File: config.mk
export PLATFORM = sky130hd
export DESIGN_NAME = dmem_access_ctrl_flat
export DESIGN_NICKNAME = d
export VERILOG_FILES = /design/src/rtl/dmem_pkg.sv /design/src/rtl/dmem_access_ctrl_if.sv /design/src/rtl/dmem_access_ctrl_byte_lane_unit.sv /design/src/rtl/dmem_access_ctrl.sv /design/src/flat_wrapper.sv
export SDC_FILE = /design/constraint.sdc
export NUM_CORES = 1
export LEC_CHECK = 0
export CAP_MARGIN = 10
export CORE_ASPECT_RATIO = 1.75
export CORE_MARGIN = 2
export CORE_UTILIZATION = 35
export CTS_BUF_LIST = sky130_fd_sc_hd__clkbuf_4
export DETAILED_ROUTE_END_ITERATION = 10
export MAX_ROUTING_LAYER = met4
export PLACE_DENSITY = 0.76
export SETUP_SLACK_MARGIN = 0.15
export SLEW_MARGIN = 40
export SYNTH_ARGS = -nofsm -noshare
export SYNTH_HDL_FRONTEND = slang
export SYNTH_HIERARCHICAL = 1
export SYNTH_SLANG_ARGS = --single-unit
File: constraint.sdc
create_clock -name clk -period 7.4 [get_ports clk]
set_input_delay 1.48 -clock clk [delete_from_list [all_inputs] [get_ports clk]]
set_output_delay 1.48 -clock clk [all_outputs]
set_load 0.01 [all_outputs]
File: src/rtl/dmem_pkg.sv
// Shared definitions for the data-memory access controller: op encodings,
// controller states and default memory geometry.
package dmem_pkg;

    localparam int DATA_W    = 64;
    localparam int DEPTH_DEF = 32;
    localparam int IDX_W_DEF = $clog2(DEPTH_DEF);

    localparam logic [1:0] OP_LDUR  = 2'b00;
    localparam logic [1:0] OP_STUR  = 2'b01;
    localparam logic [1:0] OP_LDURB = 2'b10;
    localparam logic [1:0] OP_STURB = 2'b11;

    typedef enum logic [1:0] {
        ST_IDLE   = 2'd0,
        ST_ACCESS = 2'd1,
        ST_MERGE  = 2'd2,
        ST_RESP   = 2'd3
    } state_e;

    // Word ops must sit on an 8-byte boundary; byte ops may use any lane.
    function automatic logic is_misaligned(input logic [1:0] op, input logic [2:0] lane);
        return ((op == OP_LDUR) || (op == OP_STUR)) && (lane != 3'd0);
    endfunction

endpackage

File: src/rtl/dmem_access_ctrl_if.sv
// Request, response and dmem-side signals of the memory-stage controller.
interface dmem_access_ctrl_if;

    logic        req_valid;
    logic        req_ready;
    logic [1:0]  req_op;
    logic [63:0] req_addr;
    logic [63:0] req_wdata;
    logic        resp_valid;
    logic        resp_ready;
    logic [63:0] resp_rdata;
    logic        resp_fault;
    logic [63:0] mem_addr;
    logic [63:0] mem_wdata;
    logic        mem_read;
    logic        mem_write;
    logic [63:0] mem_rdata;

    modport slave (
        input  req_valid, req_op, req_addr, req_wdata, resp_ready, mem_rdata,
        output req_ready, resp_valid, resp_rdata, resp_fault,
               mem_addr, mem_wdata, mem_read, mem_write
    );

    modport master (
        output req_valid, req_op, req_addr, req_wdata, resp_ready, mem_rdata,
        input  req_ready, resp_valid, resp_rdata, resp_fault,
               mem_addr, mem_wdata, mem_read, mem_write
    );

endinterface

File: src/rtl/dmem_access_ctrl_byte_lane_unit.sv
// Little-endian byte lane helper: extracts a zero-extended byte from a word
// and merges a byte into a word at the given lane.
module byte_lane_unit (
    input  logic [63:0] word_i,
    input  logic [2:0]  lane_i,
    input  logic [7:0]  byte_i,
    output logic [63:0] byte_o,
    output logic [63:0] merged_o
);

    logic [5:0] bit_base_s;

    assign bit_base_s = {lane_i, 3'b000};

    // Lane k occupies bits 8k+7:8k.
    always_comb begin
        byte_o                     = {56'd0, word_i[bit_base_s +: 8]};
        merged_o                   = word_i;
        merged_o[bit_base_s +: 8]  = byte_i;
    end

endmodule

File: src/rtl/dmem_access_ctrl.sv
// Memory-stage controller: one load/store at a time, registered dmem strobes,
// read-modify-write for byte stores, valid/ready response with fault flag.
module dmem_access_ctrl
    import dmem_pkg::*;
#(
    parameter int DEPTH = DEPTH_DEF
) (
    input  logic               clk,
    input  logic               rst,
    dmem_access_ctrl_if.slave  bus
);

    localparam int          IDX_W      = $clog2(DEPTH);
    localparam logic [63:0] ADDR_LIMIT = 64'(DEPTH) << 3;

    state_e      state_q, state_d;
    logic [1:0]  op_q, op_d;
    logic [2:0]  lane_q, lane_d;
    logic [7:0]  wbyte_q, wbyte_d;
    logic        req_ready_q, req_ready_d;
    logic        resp_valid_q, resp_valid_d;
    logic        resp_fault_q, resp_fault_d;
    logic [63:0] resp_rdata_q, resp_rdata_d;
    logic        mem_read_q, mem_read_d;
    logic        mem_write_q, mem_write_d;
    logic [63:0] mem_addr_q, mem_addr_d;
    logic [63:0] mem_wdata_q, mem_wdata_d;

    logic        fault_s;
    logic [63:0] lane_byte_s;
    logic [63:0] merged_s;

    byte_lane_unit u_lane (
        .word_i   (bus.mem_rdata),
        .lane_i   (lane_q),
        .byte_i   (wbyte_q),
        .byte_o   (lane_byte_s),
        .merged_o (merged_s)
    );

    assign fault_s = is_misaligned(bus.req_op, bus.req_addr[2:0]) ||
                     (bus.req_addr >= ADDR_LIMIT);

    // Next-state and next-output logic for the access sequence.
    always_comb begin
        state_d      = state_q;
        op_d         = op_q;
        lane_d       = lane_q;
        wbyte_d      = wbyte_q;
        resp_valid_d = resp_valid_q;
        resp_fault_d = resp_fault_q;
        resp_rdata_d = resp_rdata_q;
        mem_read_d   = mem_read_q;
        mem_write_d  = mem_write_q;
        mem_addr_d   = mem_addr_q;
        mem_wdata_d  = mem_wdata_q;

        case (state_q)
            ST_IDLE: begin
                if (bus.req_valid && req_ready_q) begin
                    op_d    = bus.req_op;
                    lane_d  = bus.req_addr[2:0];
                    wbyte_d = bus.req_wdata[7:0];
                    if (fault_s) begin
                        state_d      = ST_RESP;
                        resp_valid_d = 1'b1;
                        resp_fault_d = 1'b1;
                        resp_rdata_d = 64'd0;
                    end else begin
                        state_d      = ST_ACCESS;
                        resp_fault_d = 1'b0;
                        mem_addr_d   = 64'(bus.req_addr[IDX_W+2:3]);
                        if (bus.req_op == OP_STUR) begin
                            mem_write_d = 1'b1;
                            mem_wdata_d = bus.req_wdata;
                        end else begin
                            mem_read_d  = 1'b1;
                        end
                    end
                end else begin
                    state_d = ST_IDLE;
                end
            end
            ST_ACCESS: begin
                mem_read_d   = 1'b0;
                mem_write_d  = 1'b0;
                state_d      = ST_RESP;
                resp_valid_d = 1'b1;
                case (op_q)
                    OP_LDUR:  resp_rdata_d = bus.mem_rdata;
                    OP_LDURB: resp_rdata_d = lane_byte_s;
                    OP_STUR:  resp_rdata_d = 64'd0;
                    OP_STURB: begin
                        // Read half of the byte store done; write back the merged word.
                        state_d      = ST_MERGE;
                        resp_valid_d = 1'b0;
                        resp_rdata_d = 64'd0;
                        mem_write_d  = 1'b1;
                        mem_wdata_d  = merged_s;
                    end
                    default:  resp_rdata_d = 64'd0;
                endcase
            end
            ST_MERGE: begin
                mem_write_d  = 1'b0;
                state_d      = ST_RESP;
                resp_valid_d = 1'b1;
                resp_rdata_d = 64'd0;
            end
            ST_RESP: begin
                if (bus.resp_ready) begin
                    state_d      = ST_IDLE;
                    resp_valid_d = 1'b0;
                end else begin
                    state_d      = ST_RESP;
                end
            end
            default: begin
                state_d      = ST_IDLE;
                resp_valid_d = 1'b0;
                mem_read_d   = 1'b0;
                mem_write_d  = 1'b0;
            end
        endcase

        req_ready_d = (state_d == ST_IDLE);
    end

    // State, latched request and all externally visible output registers.
    always_ff @(posedge clk or posedge rst) begin
        if (rst) begin
            state_q      <= ST_IDLE;
            op_q         <= 2'd0;
            lane_q       <= 3'd0;
            wbyte_q      <= 8'd0;
            req_ready_q  <= 1'b1;
            resp_valid_q <= 1'b0;
            resp_fault_q <= 1'b0;
            resp_rdata_q <= 64'd0;
            mem_read_q   <= 1'b0;
            mem_write_q  <= 1'b0;
            mem_addr_q   <= 64'd0;
            mem_wdata_q  <= 64'd0;
        end else begin
            state_q      <= state_d;
            op_q         <= op_d;
            lane_q       <= lane_d;
            wbyte_q      <= wbyte_d;
            req_ready_q  <= req_ready_d;
            resp_valid_q <= resp_valid_d;
            resp_fault_q <= resp_fault_d;
            resp_rdata_q <= resp_rdata_d;
            mem_read_q   <= mem_read_d;
            mem_write_q  <= mem_write_d;
            mem_addr_q   <= mem_addr_d;
            mem_wdata_q  <= mem_wdata_d;
        end
    end

    assign bus.req_ready  = req_ready_q;
    assign bus.resp_valid = resp_valid_q;
    assign bus.resp_fault = resp_fault_q;
    assign bus.resp_rdata = resp_rdata_q;
    assign bus.mem_read   = mem_read_q;
    assign bus.mem_write  = mem_write_q;
    assign bus.mem_addr   = mem_addr_q;
    assign bus.mem_wdata  = mem_wdata_q;

endmodule

File: src/flat_wrapper.sv
// flat-port wrapper written by rule: the top's interface ports become plain ports
module dmem_access_ctrl_flat import dmem_pkg::*;
#(
    parameter int DEPTH = DEPTH_DEF
)
  (clk, rst, bus_req_valid, bus_req_op, bus_req_addr, bus_req_wdata, bus_resp_ready, bus_mem_rdata, bus_req_ready, bus_resp_valid, bus_resp_rdata, bus_resp_fault, bus_mem_addr, bus_mem_wdata, bus_mem_read, bus_mem_write);
  dmem_access_ctrl_if bus_i ();
  input  logic clk;
  input  logic rst;
  input wire logic [$bits(bus_i.req_valid)-1:0] bus_req_valid;
  input wire logic [$bits(bus_i.req_op)-1:0] bus_req_op;
  input wire logic [$bits(bus_i.req_addr)-1:0] bus_req_addr;
  input wire logic [$bits(bus_i.req_wdata)-1:0] bus_req_wdata;
  input wire logic [$bits(bus_i.resp_ready)-1:0] bus_resp_ready;
  input wire logic [$bits(bus_i.mem_rdata)-1:0] bus_mem_rdata;
  output wire logic [$bits(bus_i.req_ready)-1:0] bus_req_ready;
  output wire logic [$bits(bus_i.resp_valid)-1:0] bus_resp_valid;
  output wire logic [$bits(bus_i.resp_rdata)-1:0] bus_resp_rdata;
  output wire logic [$bits(bus_i.resp_fault)-1:0] bus_resp_fault;
  output wire logic [$bits(bus_i.mem_addr)-1:0] bus_mem_addr;
  output wire logic [$bits(bus_i.mem_wdata)-1:0] bus_mem_wdata;
  output wire logic [$bits(bus_i.mem_read)-1:0] bus_mem_read;
  output wire logic [$bits(bus_i.mem_write)-1:0] bus_mem_write;
  assign bus_i.req_valid = bus_req_valid;
  assign bus_i.req_op = bus_req_op;
  assign bus_i.req_addr = bus_req_addr;
  assign bus_i.req_wdata = bus_req_wdata;
  assign bus_i.resp_ready = bus_resp_ready;
  assign bus_i.mem_rdata = bus_mem_rdata;
  assign bus_req_ready = bus_i.req_ready;
  assign bus_resp_valid = bus_i.resp_valid;
  assign bus_resp_rdata = bus_i.resp_rdata;
  assign bus_resp_fault = bus_i.resp_fault;
  assign bus_mem_addr = bus_i.mem_addr;
  assign bus_mem_wdata = bus_i.mem_wdata;
  assign bus_mem_read = bus_i.mem_read;
  assign bus_mem_write = bus_i.mem_write;
  dmem_access_ctrl #(.DEPTH(DEPTH)) u_core (.clk(clk), .rst(rst), .bus(bus_i));
endmodule
Word-level counts from Yosys, hierarchy flattened
Cells that the tools add are included.
- bits in registers: 153
- latch bits: 0
- RAM bits: 0
- memory bits (read-only): 0
- input port bits: 198
- output and inout port bits: 197
- word-level logic and storage cells: 81
- memories kept: 0
- add/sub/neg operators: 1
- multipliers: 0
- div/mod/pow operators: 0
- magnitude comparators: 1
- equal/unequal tests: 14
- shift-type cells: 3
- mux-type cells: 30
- bitwise logic cells: 1
- reduce and logical (&&, ||, !) cells: 19
- operator list (cell ; number):
    $mux W64 ; 6
    $pmux W64 S3 ; 2
    $pmux W64 S2 ; 1
    $bwmux W64 ; 1
    $ge A64 B9 Y1 const B ; 1
    $shift A8 B8 Y64 const A ; 1
    $shiftx A64 B7 Y8 ; 1
    $shiftx A8 B8 Y64 ; 1
    $mux W1 ; 13
    $reduce_and A3 Y1 ; 3
    $eq A2 B2 Y1 const B ; 4
    $logic_not A2 Y1 ; 4
    $ne A2 B1 Y1 const B ; 4
    $neg A6 Y8 ; 1
    $pmux W2 S4 ; 1
    $reduce_and A4 Y1 ; 2
    $eq A2 B1 Y1 const B ; 3
    $mux W2 ; 3
    $ne A2 B2 Y1 const B ; 3
    $reduce_bool A3 Y1 ; 2
    $reduce_and A5 Y1 ; 1
    $pmux W1 S4 ; 1
    $pmux W1 S3 ; 1
    $logic_and A1 B1 Y1 ; 2
    other kinds (6) ; 7

Longest topological paths before layout
Gate-level depths: netlist (run 1).
- word-level depth: 8
- gate-level depth with buffers: 12
- gate-level depth less buffers: 9

Cells and area by module
The synthesis (run 1) kept the hierarchy.
- modules (own cells, without submodules) (module ; times used ; cells each ; area an instance (µm²) ; seq. area each (µm²)):
    dmem_access_ctrl ; 1 ; 961 ; 9571.7 ; 3829.9
    byte_lane_unit ; 1 ; 233 ; 2132.0 ; 0.0

Least setup slack after synthesis (run 1)
OpenSTA, ideal clock, no wires.
- path kind: input-to-reg
- start: input bus_req_addr[63]
- end: register u_core.mem_addr_q[0], in the netlist u_core/bus.mem_addr[0]
- setup time: 0.125 ns
- arrival time: 3.237 ns
- data required time: 7.275 ns
- slack: 4.038 ns
- stages: 7
- buffers on the path: 2
- cell sequence: nor4_1 > nand4_1 > or4_1 > buf_2 > or3_1 > buf_6 > mux2_4
- longest elaborated chain between the ends: 4
- RTL lines (what ; line ; source):
    start, declared ; flat_wrapper.sv:12 ; input wire logic [$bits(bus_i.req_addr)-1:0] bus_req_addr;
    $ge A64 B9 Y1 ; dmem_access_ctrl.sv:42 ; (bus.req_addr >= ADDR_LIMIT);
    $logic_or A1 B1 Y1 ; dmem_access_ctrl.sv:41 ; assign fault_s = is_misaligned(bus.req_op, bus.req_addr[2:0]) ||
    $not A1 Y1 (no source line) ; n/a ;
    $reduce_and A3 Y1 (no source line) ; n/a ;
    end signal, assigned ; dmem_access_ctrl.sv:155 ; mem_addr_q <= mem_addr_d;
    end, declared ; dmem_access_ctrl.sv:26 ; logic [63:0] mem_addr_q, mem_addr_d;
Every way passes these cells.
A chain may end at the register's enable or synchronous reset.

Worst setup path in the final report (run 1)
- start: register u_core.lane_q[1]
- end: register u_core.mem_wdata_q[38], in the netlist u_core/bus.mem_wdata[38]
- longest elaborated chain between the ends: 5
- elaborated cells between the ends (all ways): 6
- those cells by class: add/sub (1); shift (2); mux (3)
- RTL lines (what ; line ; source):
    start, declared ; dmem_access_ctrl.sv:18 ; logic [2:0] lane_q, lane_d;
    start signal, assigned ; dmem_access_ctrl.sv:147 ; lane_q <= lane_d;
    $neg A6 Y8 (*) ; dmem_access_ctrl_byte_lane_unit.sv:19 ; merged_o[bit_base_s +: 8] = byte_i;
    $shiftx A8 B8 Y64 / $shift A8 B8 Y64 (equally long branches) ; dmem_access_ctrl_byte_lane_unit.sv:19 ;
    $bwmux W64 (*) ; dmem_access_ctrl_byte_lane_unit.sv:19 ;
    via u_core.merged_s[38] ; dmem_access_ctrl.sv:31 ; logic [63:0] merged_s;
    $mux W64 (*) ; dmem_access_ctrl.sv:89 ; case (op_q)
    $pmux W64 S2 (*) ; dmem_access_ctrl.sv:58 ; case (state_q)
    end signal, assigned ; dmem_access_ctrl.sv:156 ; mem_wdata_q <= mem_wdata_d;
    end, declared ; dmem_access_ctrl.sv:27 ; logic [63:0] mem_wdata_q, mem_wdata_d;
The timed path passes the listed nets; every way through them passes the cells marked *. The select of a mux whose other input is x is not followed.

==> qor.csv, run 1 <==
stage,metric,value,unit
finish,fin_nets,1661,
critical_path,setup.worst_path.start,u_core/lane_q[1],
floorplanning,boundaryPins,395,
clock_tree,cts-htree-levels,4,
critical_path,critical_path_arrival,4760,ps
power_and_ir_drop,p_per_area,341.3,nW/um^2
power_and_ir_drop,power.static_leakage,6.155,nW
synthesis,netlist.top_cell.by_area,dfrtp_1,
clock_tree,cts_resized,0,
floorplanning,die_outline_area,34980,um^2
timing,grt_setup_unrepaired,no,
clock_tree,cts_made_buffers,17,
global_routing,vias_in_the_first_global_route,10090,
finish,flow.area_growth_from_synthesis,29.28,%
synthesis,synth-seq-cells,153,
critical_path,worst_ep_required_time,7980,ps
critical_path,regToRegStartpoint,u_core/lane_q[1],
placed_design,place.gp.congestion,0.9797,
finish,final_cells,1878,
timing,final.min_clock_period,4175,ps
detailed_routing,dr_total_vias,10550,
synthesis,synth_largest_type_area_fraction,0.3250,
timing,worst-slew-pin-transition,777.0,ps
timing,timing.setup.tns,0,ps
floorplanning,dieWidth,142.2,um
global_routing,number_of_antenna_violations_at_the_first_check_in_global_routing,5,
timing,clock.fmax,239.5,MHz
detailed_routing,detail_route.first_pass.iterations,6,
flow_run,timing.max_cap.violations,0,
critical_path,timing.critical_path.fanout_max,14,
detailed_routing,routed_wl,43130,um
detailed_routing,vias_per_cell,5.615,
detailed_routing,drt-wirelength-per-cell,22.97,um
clock_tree,post-cts-setup-buffers,0,
critical_path,setup.worst_path.end_class,flop,
finish,most-common-layout-cells,"clkdlybuf4s50_1 (335), nand2_1 (157), dfrtp_1 (151)",
finish,post_route_cells_drive_above_1_share,0.1178,
clock_tree,worstSkewPairLatency,650,ps
global_routing,global_route_wire_length_before_repair,63330,um
critical_path,timing_worst_setup_path_type,reg -> reg,
synthesis,synthesis.area,11700,um^2
timing,finalMaxSlewViolations,0,
timing,finalCritPeriodShare,0.5642,
finish,layout.cells.most_common,clkdlybuf4s50_1,
run_status,outcome,"complete, no violations",
placed_design,worst_setup_slack_before_clock_tree_synthesis,3134,ps
floorplanning,die_height,245.9,um
detailed_routing,postRouteAntennaNets,0,
placed_design,placed_cells,1843,
clock_tree,cts_max_path_buffers,2,
synthesis,sequential_to_total_area_share_from_yosys_stat,0.3272,
timing,timing_hold_violations_final,0,
placed_design,dp.final_hpwl,32670,um
timing,setup_viol_count_final,0,
placed_design,port-buffer-count,335,
clock_tree,numClockSinks,153,
timing,clock_skew,34.12,ps
clock_tree,cts_tree,built,
timing,worst_slew_margin_rel,0.4820,
floorplanning,rows,88,
worst_hold_path,hold_path_class,reg -> reg,
global_routing,grt_max_degree,115,
detailed_routing,drt-initial-drc-count,727,
timing,timing.final.ws_setup,3225,ps
synthesis,synthesis.area_per_instance,9.802,um^2
synthesis,total_of_warnings_raised_by_yosys,6,
global_routing,grt_usage,0.2512,
synthesis,syn-instance-count,1194,
global_routing,grt-ovfl-total,0,
clock_tree,clk_pin_slew,140,ps
detailed_routing,detail_route.drc_violations,0,
floorplanning,coreArea,32920,um^2
synthesis,number_of_unique_standard_cell_types_used_by_synthesis,51,
critical_path,launching_element_type_of_the_critical_path,flop,
floorplanning,starting_density_of_the_core,0.3555,
clock_tree,cts_root_buf,clkbuf_4,
worst_hold_path,holdCritStartpoint,u_core/bus.resp_rdata[14],
synthesis,synth.top_cells.by_area,"dfrtp_1 (32%), mux2i_1 (12%), buf_4 (7.4%)",
clock_tree,cts-hold-fix-buffers,0,
power_and_ir_drop,peakVddDrop,0.2278,mV
logic make-up (layout without fill, tap and decap cells):
logic type	count (synthesis)	count (layout)	synth area share
compound gates	146	146	0.1296
fa+ha+maj	6	6	0.006414
buf+inv	234	395	0.1216
flops	153	153	0.3272
mux	226	226	0.2242
other cells	2	120	0.0006417
simple gates	427	427	0.1904
final cells by class:
type                            count  area [um^2]
Fill cell                        3063        17790
Inverter                           13        53.80
Tap cell                          405        506.7
Clock inverter                     13        180.2
Timing Repair Buffer              352         3508
Clock buffer                       17        127.6
Multi-Input combinational cell    920         6908
Antenna cell                        5        12.51
Sequential cell                   153         3834
per-layer routing:
layer | vias up | share of wire | track usage
met2 | 486 | 0.49 | 0.4007
li1 | 4768 | - | -
met5 | - | 0 | -
met1 | 5179 | 0.39 | 0.2903
met4 | 0 | 0.070 | 0.1647
met3 | 112 | 0.053 | 0.04148
stage by stage:
step           area, um^2  hold slack (ps)  total power [mW]    util
2_1_floorplan       12130            475.2             3.438       -
3_3_place_gp        14780            472.1             4.467  0.4488
4_1_cts             15110            507.2             5.180  0.4591
3_5_place_dp        14810            473.6             4.568  0.4498
6_report            15130            499.5             5.165  0.4596
5_1_grt             15130            519.1             5.466  0.4596
power breakdown:
group          total [mW]  switching (mW)  internal (mW)
Combinational        3.11            1.62           1.49
Clock               0.598           0.336          0.262
Sequential           1.46           0.312           1.14
Total                5.16            2.27           2.90
synthesized netlist by cell type, drive strengths merged:
cell type,count
o21ai,3
or4,65
clkbuf,70
o21a,2
dfrtp,152
nand3,129
o211ai,1
conb,2
nand2b,12
nor3,3
nor3b,3
a21oi,5
mux2,75
nor4b,1
or2b,1
ha,6
o311a,64
a221oi,1
nand4,3
and2,1
mux4,16
nor2,30
mux2i,135
buf,151
nand2,157
nand4b,1
a31oi,3
nand3b,4
dfstp,1
nand4bb,1
a31o,1
inv,12
a21o,1
or3,1
o211a,1
o2bb2ai,64
clkinv,1
or2,1
nor4,14
sequential cells by signal (all words and copies together) (netlist names):
name	count
u_core/bus.resp_rdata	64
u_core/bus.mem_wdata	64
u_core/bus.mem_read	1
u_core/bus.resp_fault	1
u_core/bus.resp_valid	1
u_core/bus.mem_addr	5
u_core/lane_q	3
u_core/op_q	2
u_core/bus.req_ready	1
u_core/bus.mem_write	1
u_core/state_q	2
u_core/wbyte_q	8
worst paths after layout:
kind                                        endpoint  slack [ps]  cells after the start
setup / recovery            u_core/bus.mem_wdata[38]        3230                      8
hold / removal             u_core/bus.resp_rdata[14]         500                      1
setup reg to reg            u_core/bus.mem_wdata[38]        3230                      8
hold reg to reg            u_core/bus.resp_rdata[14]         500                      1
max in group asynchronous  u_core/bus.resp_rdata[60]        4950                      3
min in group asynchronous     u_core/bus.mem_addr[2]        1290                      2
critical path, cell delays in order (launching register included):
cell	delay [ps]
dfrtp_1	730
clkinv_1	430
ha_1	340
ha_1	650
nand4bb_1	530
mux2i_1	700
mux2i_1	210
or4_1	440
nand3_1	90
Note: power is estimated with default switching activity, not from simulation.
==> run 2: changes to the inputs <==
Clock period 7.4 ns to 4.3 ns, I/O delays scaled along.
==> qor.csv, run 2 (synthesis gave the netlist of run 1 again) <==
stage,metric,value,unit
timing,finalMaxSlewViolations,0,
clock_tree,clk_pin_slew,140,ps
critical_path,regToRegStartpoint,u_core/lane_q[0],
finish,flow.area_growth_from_synthesis,30.19,%
critical_path,worstPathCellList,inv_1 -> ha_1 -> ha_1 -> nand4bb_1 -> mux2i_1 -> mux2i_1 -> or4_1 -> nand3_1,
finish,fin_nets,1669,
clock_tree,cts-htree-levels,4,
detailed_routing,drt-initial-drc-count,703,
clock_tree,cts_tree,built,
power_and_ir_drop,peakVddDrop,0.3924,mV
flow_run,timing.max_cap.violations,0,
detailed_routing,detail_route.first_pass.iterations,5,
detailed_routing,postRouteAntennaNets,0,
critical_path,worst_ep_required_time,4870,ps
timing,clock.fmax,307.3,MHz
finish,layout.cells.most_common,clkdlybuf4s50_1,
critical_path,max_stage_delay,680,ps
timing,worst_slew_margin_rel,0.4571,
placed_design,dp.final_hpwl,32750,um
timing,timing.setup.tns,0,ps
finish,finalCoreUtilization,0.4628,
critical_path,critical_path_arrival,3830,ps
critical_path,crit_buf_inv,1,
critical_path,ff2ff_setup_slack,1050,ps
clock_tree,post-cts-setup-buffers,0,
timing,grt_setup_unrepaired,no,
detailed_routing,drt-wirelength-per-cell,22.63,um
critical_path,timing_worst_setup_path_type,reg -> reg,
detailed_routing,routed_wl,42720,um
global_routing,number_of_antenna_violations_at_the_first_check_in_global_routing,5,
timing,clock_skew,34.71,ps
finish,most-common-layout-cells,"clkdlybuf4s50_1 (335), nand2_1 (157), dfrtp_1 (151)",
timing,final.min_clock_period,3254,ps
placed_design,port-buffer-count,335,
global_routing,grt-ovfl-total,0,
clock_tree,numClockSinks,153,
detailed_routing,dr_total_vias,10330,
finish,post_route_cells_drive_above_1_share,0.1238,
floorplanning,coreArea,32920,um^2
global_routing,grt_usage,0.2499,
detailed_routing,detail_route.drc_violations,0,
critical_path,critPathTopFamily,simple AND/OR/NAND/NOR gates,
timing,timing_hold_violations_final,0,
run_status,outcome,"complete, no violations",
power_and_ir_drop,p_per_area,581.2,nW/um^2
critical_path,reg2reg_depth,8,
clock_tree,cts_made_buffers,17,
timing,setup_viol_count_final,0,
floorplanning,die_outline_area,34980,um^2
floorplanning,boundaryPins,395,
critical_path,launching_element_type_of_the_critical_path,flop,
timing,worst-slew-pin-transition,814.4,ps
clock_tree,worstSkewPairLatency,650,ps
global_routing,vias_in_the_first_global_route,9966,
placed_design,place.gp.congestion,0.9088,
floorplanning,rows,88,
worst_hold_path,hold_path_class,in -> async,
critical_path,timing.critical_path.fanout_max,8,
global_routing,global_route_wire_length_before_repair,63050,um
global_routing,grt_max_degree,100,
floorplanning,die_height,245.9,um
critical_path,cpMaxStageDelayCell,ha_1,
floorplanning,dieWidth,142.2,um
floorplanning,starting_density_of_the_core,0.3555,
clock_tree,cts_root_buf,clkbuf_4,
detailed_routing,vias_per_cell,5.469,
critical_path,setup.worst_path.end_class,flop,
critical_path,setup.worst_path.start,u_core/lane_q[0],
finish,filler_cell_count,3098,
timing,finalCritPeriodShare,0.7567,
power_and_ir_drop,power.static_leakage,6.205,nW
clock_tree,cts_max_path_buffers,2,
clock_tree,cts-hold-fix-buffers,0,
critical_path,r2r-end,u_core/bus.mem_wdata[32],
clock_tree,cts_resized,0,
[run 2: worst max path at each step]
stage | to | slack, ps | depth (start not counted)
2_1_floorplan | u_core/bus.mem_wdata[6] | 1470 | 11
3_3_place_gp | u_core/bus.mem_addr[0] | 650 | 6
3_5_place_dp | u_core/bus.mem_addr[2] | 460 | 6
4_1_cts | u_core/bus.mem_wdata[35] | 1060 | 8
5_1_grt | u_core/bus.mem_wdata[32] | 920 | 8
6_report | u_core/bus.mem_wdata[32] | 1050 | 8
[run 2: through the flow]
step	power (mW)	hold WS, ps	setup slack [ps]	area [um^2]	std cells
after floorplan	5.918	475.2	1474	12130	1307
after global placement	7.780	472.8	648.4	14910	1850
after detailed placement	7.915	475.2	458.2	14910	1850
after CTS	8.896	428.6	1061	15200	1882
after global routing	9.413	444.2	915.1	15240	1888
final	8.856	491.1	1046	15240	1888
[run 2: per-layer routing]
| metal | GRT usage | vias to the layer above | wire length (um) |
|---|---|---|---|
| li1 | - | 4773 | - |
| met1 | 0.2981 | 5012 | 16880 |
| met2 | 0.4004 | 446 | 21010 |
| met3 | 0.03427 | 95 | 2154 |
| met4 | 0.1482 | 0 | 2670 |
| met5 | - | - | 0 |
[run 2: cell type report]
| cell class | instances | area, um^2 | share of cell area |
|---|---|---|---|
| clock inverter | 13 | 145.1 | 0.009525 |
| sequential | 153 | 3834 | 0.2516 |
| multi-input combinational | 920 | 6908 | 0.4534 |
| tap | 405 | 506.7 | 0.03326 |
| antenna | 5 | 12.51 | 0.0008212 |
| timing repair buffer | 360 | 3636 | 0.2386 |
| inverter | 13 | 52.55 | 0.003449 |
| clock buffer | 19 | 142.6 | 0.009361 |
[run 2: power breakdown]
part | internal (mW) | total (mW) | switching, mW
clock | 0.363 | 0.955 | 0.593
sequential | 1.97 | 2.46 | 0.489
combinational | 2.63 | 5.44 | 2.81
[run 2: worst reg2reg max path, cell delays in order (launching register included)]
cell       delay [ps]
dfrtp_1           370
inv_1              80
ha_1              230
ha_1              680
nand4bb_1         540
mux2i_1           560
mux2i_1           240
or4_1             430
nand3_1            80
==> run 3: changes to the inputs <==
Clock period 4.3 ns to 3.1 ns, I/O delays scaled along.
==> qor.csv, run 3 (synthesis gave the netlist of run 1 again) <==
stage,metric,value,unit
finish,fin_nets,1677,
critical_path,max_stage_delay,480,ps
run_status,outcome,"complete, no violations",
global_routing,grt_usage,0.2509,
floorplanning,boundaryPins,395,
placed_design,worst_setup_slack_before_clock_tree_synthesis,-90.30,ps
detailed_routing,dr_total_vias,10550,
detailed_routing,drt-wirelength-per-cell,22.74,um
critical_path,cpMaxStageDelayCell,nand4b_1,
timing,timing.final.ws_setup,331.5,ps
critical_path,crit_buf_inv,2,
power_and_ir_drop,power.static_leakage,6.245,nW
clock_tree,worstSkewPairLatency,660,ps
global_routing,grt_max_degree,129,
clock_tree,cts_made_buffers,17,
timing,final.min_clock_period,2768,ps
timing,worst-slew-pin-transition,793.1,ps
detailed_routing,postRouteAntennaNets,0,
critical_path,setup.worst_path.end_class,flop,
finish,most-common-layout-cells,"clkdlybuf4s50_1 (335), nand2_1 (157), dfrtp_1 (151)",
finish,post_route_cells_drive_above_1_share,0.1285,
critical_path,timing.critical_path.fanout_max,8,
global_routing,grt-ovfl-total,0,
detailed_routing,routed_wl,43100,um
finish,final_cells,1895,
clock_tree,clk_pin_slew,150,ps
finish,finalCoreUtilization,0.4648,
detailed_routing,detail_route.drc_violations,0,
placed_design,place_area,15010,um^2
detailed_routing,vias_per_cell,5.567,
timing,clock.fmax,361.2,MHz
clock_tree,cts-htree-levels,4,
placed_design,place.gp.congestion,0.9363,
global_routing,number_of_antenna_violations_at_the_first_check_in_global_routing,4,
power_and_ir_drop,p_per_area,805.9,nW/um^2
floorplanning,die_height,245.9,um
timing,setup_viol_count_final,0,
critical_path,worstPathCellList,inv_1 -> ha_1 -> ha_1 -> buf_4 -> nand4b_1 -> mux2_2 -> mux2i_1 -> or4_1 -> nand3_1,
clock_tree,cts-hold-fix-buffers,0,
clock_tree,cts_root_buf,clkbuf_4,
timing,timing.setup.tns,0,ps
finish,layout.cells.most_common,clkdlybuf4s50_1,
detailed_routing,drt-initial-drc-count,829,
placed_design,port-buffer-count,335,
critical_path,critical_path_arrival,3340,ps
critical_path,launching_element_type_of_the_critical_path,flop,
critical_path,worst_path_most_repeated_cell,ha_1,
power_and_ir_drop,total_power_draw,12.33,mW
clock_tree,cts_resized,0,
timing,minimum_hold_slack,251.0,ps
floorplanning,starting_density_of_the_core,0.3555,
clock_tree,post-cts-setup-buffers,0,
flow_run,timing.max_cap.violations,0,
floorplanning,coreArea,32920,um^2
floorplanning,die_outline_area,34980,um^2
timing,clock_skew,35.73,ps
floorplanning,rows,88,
detailed_routing,detail_route.first_pass.iterations,6,
global_routing,global_route_wire_length_before_repair,63340,um
clock_tree,numClockSinks,153,
timing,finalCritPeriodShare,0.8931,
timing,grt_setup_unrepaired,no,
critical_path,timing_worst_setup_path_type,reg -> reg,
floorplanning,dieWidth,142.2,um
timing,finalMaxSlewViolations,0,
placed_design,dp.final_hpwl,32910,um
power_and_ir_drop,peakVddDrop,0.4653,mV
clock_tree,cts_tree,built,
critical_path,worst_ep_required_time,3680,ps
worst_hold_path,hold_path_class,in -> async,
placed_design,placed_cells,1859,
finish,flow.area_growth_from_synthesis,30.75,%
critical_path,critPathTopFamily,simple AND/OR/NAND/NOR gates,
timing,timing_hold_violations_final,0,
clock_tree,cts_max_path_buffers,2,
timing,worst_slew_margin_rel,0.4713,
global_routing,vias_in_the_first_global_route,10160,
finish,final_cell_area,15300,um^2
run 3: report_power, final:
part | total, mW | switching [mW] | internal [mW]
combinational | 7.56 | 3.89 | 3.67
clock | 1.32 | 0.833 | 0.492
sequential | 3.45 | 0.714 | 2.73
total | 12.3 | 5.44 | 6.90
run 3: worst paths after layout:
check | slack, ps | start | cells past startpoint | end
worst max-delay path | 330 | u_core/lane_q[0] | 9 | u_core/bus.mem_wdata[4]
worst min-delay path | 250 | rst | 2 | u_core/bus.mem_addr[2]
worst max register to register | 330 | u_core/lane_q[0] | 9 | u_core/bus.mem_wdata[4]
worst min register to register | 500 | u_core/bus.resp_rdata[30] | 1 | u_core/bus.resp_rdata[30]
max in group asynchronous | 2120 | rst | 3 | u_core/bus.mem_wdata[37]
min in group clk | 500 | u_core/bus.resp_rdata[30] | 1 | u_core/bus.resp_rdata[30]
run 3: cell type report:
class                           instances  area [um^2]
Timing Repair Buffer                  368         3709
Fill cell                            3098        17620
Tap cell                              405        506.7
Multi-Input combinational cell        920         6908
Sequential cell                       153         3834
Clock buffer                           18        135.1
Antenna cell                            4        10.01
Clock inverter                         14        147.6
Inverter                               13        52.55
run 3: metal layers:
layer | wire length, um | GRT usage | up-vias
li1 | - | - | 4806
met2 | 21490 | 0.4152 | 516
met5 | 0 | - | -
met3 | 2570 | 0.04596 | 106
met4 | 2543 | 0.1312 | 0
met1 | 16500 | 0.2881 | 5121
==> edit, RTL diff (config.mk and constraints of run 3) <==
The 4 states of `state_e` get a one-hot encoding in 4 bits.
--- a/src/rtl/dmem_pkg.sv
+++ b/src/rtl/dmem_pkg.sv
@@ -11,11 +11,11 @@
     localparam logic [1:0] OP_LDURB = 2'b10;
     localparam logic [1:0] OP_STURB = 2'b11;
 
-    typedef enum logic [1:0] {
-        ST_IDLE   = 2'd0,
-        ST_ACCESS = 2'd1,
-        ST_MERGE  = 2'd2,
-        ST_RESP   = 2'd3
+    typedef enum logic [3:0] {
+        ST_IDLE   = 4'b0001,
+        ST_ACCESS = 4'b0010,
+        ST_MERGE  = 4'b0100,
+        ST_RESP   = 4'b1000
     } state_e;
 
     // Word ops must sit on an 8-byte boundary; byte ops may use any lane.
Formal check against the unedited RTL: same outputs for any inputs over 4 cycles, from zero or initial values and one cycle with rst high; so few cycles prove little.
==> edit against run 3 <==
- combinational power is 6.1% lower
- non-clock buffer count increased by 21
- design area is 8.7% higher
- wire length rose by 19%
- final cell count grew 16%
- area after synthesis rose by 9.8%
- power fell by 8.5%
- synthesized cell count up 20%
- sequential cell count up 2
- worst setup slack improved by 51 ps
- first-iteration DRC count increased by 48%
- fmax rose by 1.9%
- critical path type unchanged
- highest routed layer unchanged
==> edit: results (changes against run 3) <==
| Metric | Value |
|---|---|
| Clock Skew | 20.41 ps (was 35.73 ps) |
| Status | finished, final reports clean (unchanged) |
| Total Wirelength | 51.20 mm (was 43.10 mm) |
| Mean area per synthesized cell | 8.992 um2 (was 9.802 um2) |
| RD Place Congestion | 0.9506 (was 0.9363) |
| Met2 WL | 25.46 mm (was 21.49 mm) |
| Placed Area | 16330 um2 (was 15010 um2) |
| Detailed placement HPWL | 38.13 mm (was 32.91 mm) |
| DRT Pass-1 Iters | 5 (was 6) |
| Net Sw Frac | 47.43% (was 44.08%) |
| Initial antenna violation count | 3 (was 4) |
| Largest cells by area after synthesis | dfrtp_1 30%, mux2i_1 11%, buf_4 6.8% (was dfrtp_1 32%, mux2i_1 12%, buf_4 7.4%) |
| Synth cell count leaders | 158 x nand2_1, 153 x dfrtp_1, 136 x mux2i_1, 117 x buf_4, 97 x nor2_1 (was 157 x nand2_1, 152 x dfrtp_1, 135 x mux2i_1, 129 x nand3_1, 115 x buf_4) |
| Grt met3 use | 3.528% (was 4.596%) |
| Ratio of final minimum period to clock period | 87.67% (was 89.31%) |
| Multiplexer share of the synthesized area | 20.35% (was 22.42%) |
| Netlist cell types | 56 (was 51) |
| Arrival time at the worst endpoint | 3300 ps (was 3340 ps) |
| Total number of vias | 12500 (was 10550) |
| Global Route Usage Sum | 26.59% (was 25.09%) |
| Hold Slack | 360.8 ps (was 251.0 ps) |
| Worst Setup EP | u_core/bus.mem_wdata[35]$_DFFE_PP0P_ (was u_core/bus.mem_wdata[4]$_DFFE_PP0P_) |
| Metal3 WL | 3.192 mm (was 2.570 mm) |
| Clock transition at path regs | 170 ps (was 150 ps) |
| WL per Instance | 23.39 um (was 22.74 um) |
| R2R Path Start | u_core/lane_q[1]$_DFFE_PP0P_ (was u_core/lane_q[0]$_DFFE_PP0P_) |
| Adder-cell share of the synthesized area | 0.5842% (was 0.6414%) |
| Leakage Power | 6.546 nW (was 6.245 nW) |
| Grt met2 use | 43.39% (was 41.52%) |
| Compound-Gate Fraction of Synth Area | 13.81% (was 12.96%) |
[edit: changes by cell type after synthesis, moves of 65 or more]
cell / before / now
nand3_1: 129 / 2
nor2_1: 30 / 97
nor3_1: 2 / 67
or4_1: 65 / 0
[edit: timing repair]
| item | 4_1_cts | 5_1_grt |
|---|---|---|
| setup buffers | 0 | 2 |
| resized for setup | 0 | 1 |
| endpoints found under the setup margin | 0 | 11 |
[edit: power by group through the flow]
stage	Clock, W	Combinational (W)	Sequential, W
3_5_place_dp	0	0.00698	0.00286
4_1_cts	0.00139	0.00701	0.00282
5_1_grt	0.00147	0.00757	0.00288
6_report	0.00135	0.00710	0.00283
2_1_floorplan	0	0.00471	0.00286
3_3_place_gp	0	0.00683	0.00283
[edit: area by class of cell]
type	count	area (um2)	area share (%)
multi-input cells	1127	7864	47.27
repair buffers	389	3959	23.79
flip-flops and latches	155	3885	23.35
well taps	470	588.1	3.535
clock inverters	14	146.4	0.8799
clock buffers	18	135.1	0.8122
inverters	13	52.55	0.3159
diodes	3	7.507	0.04512
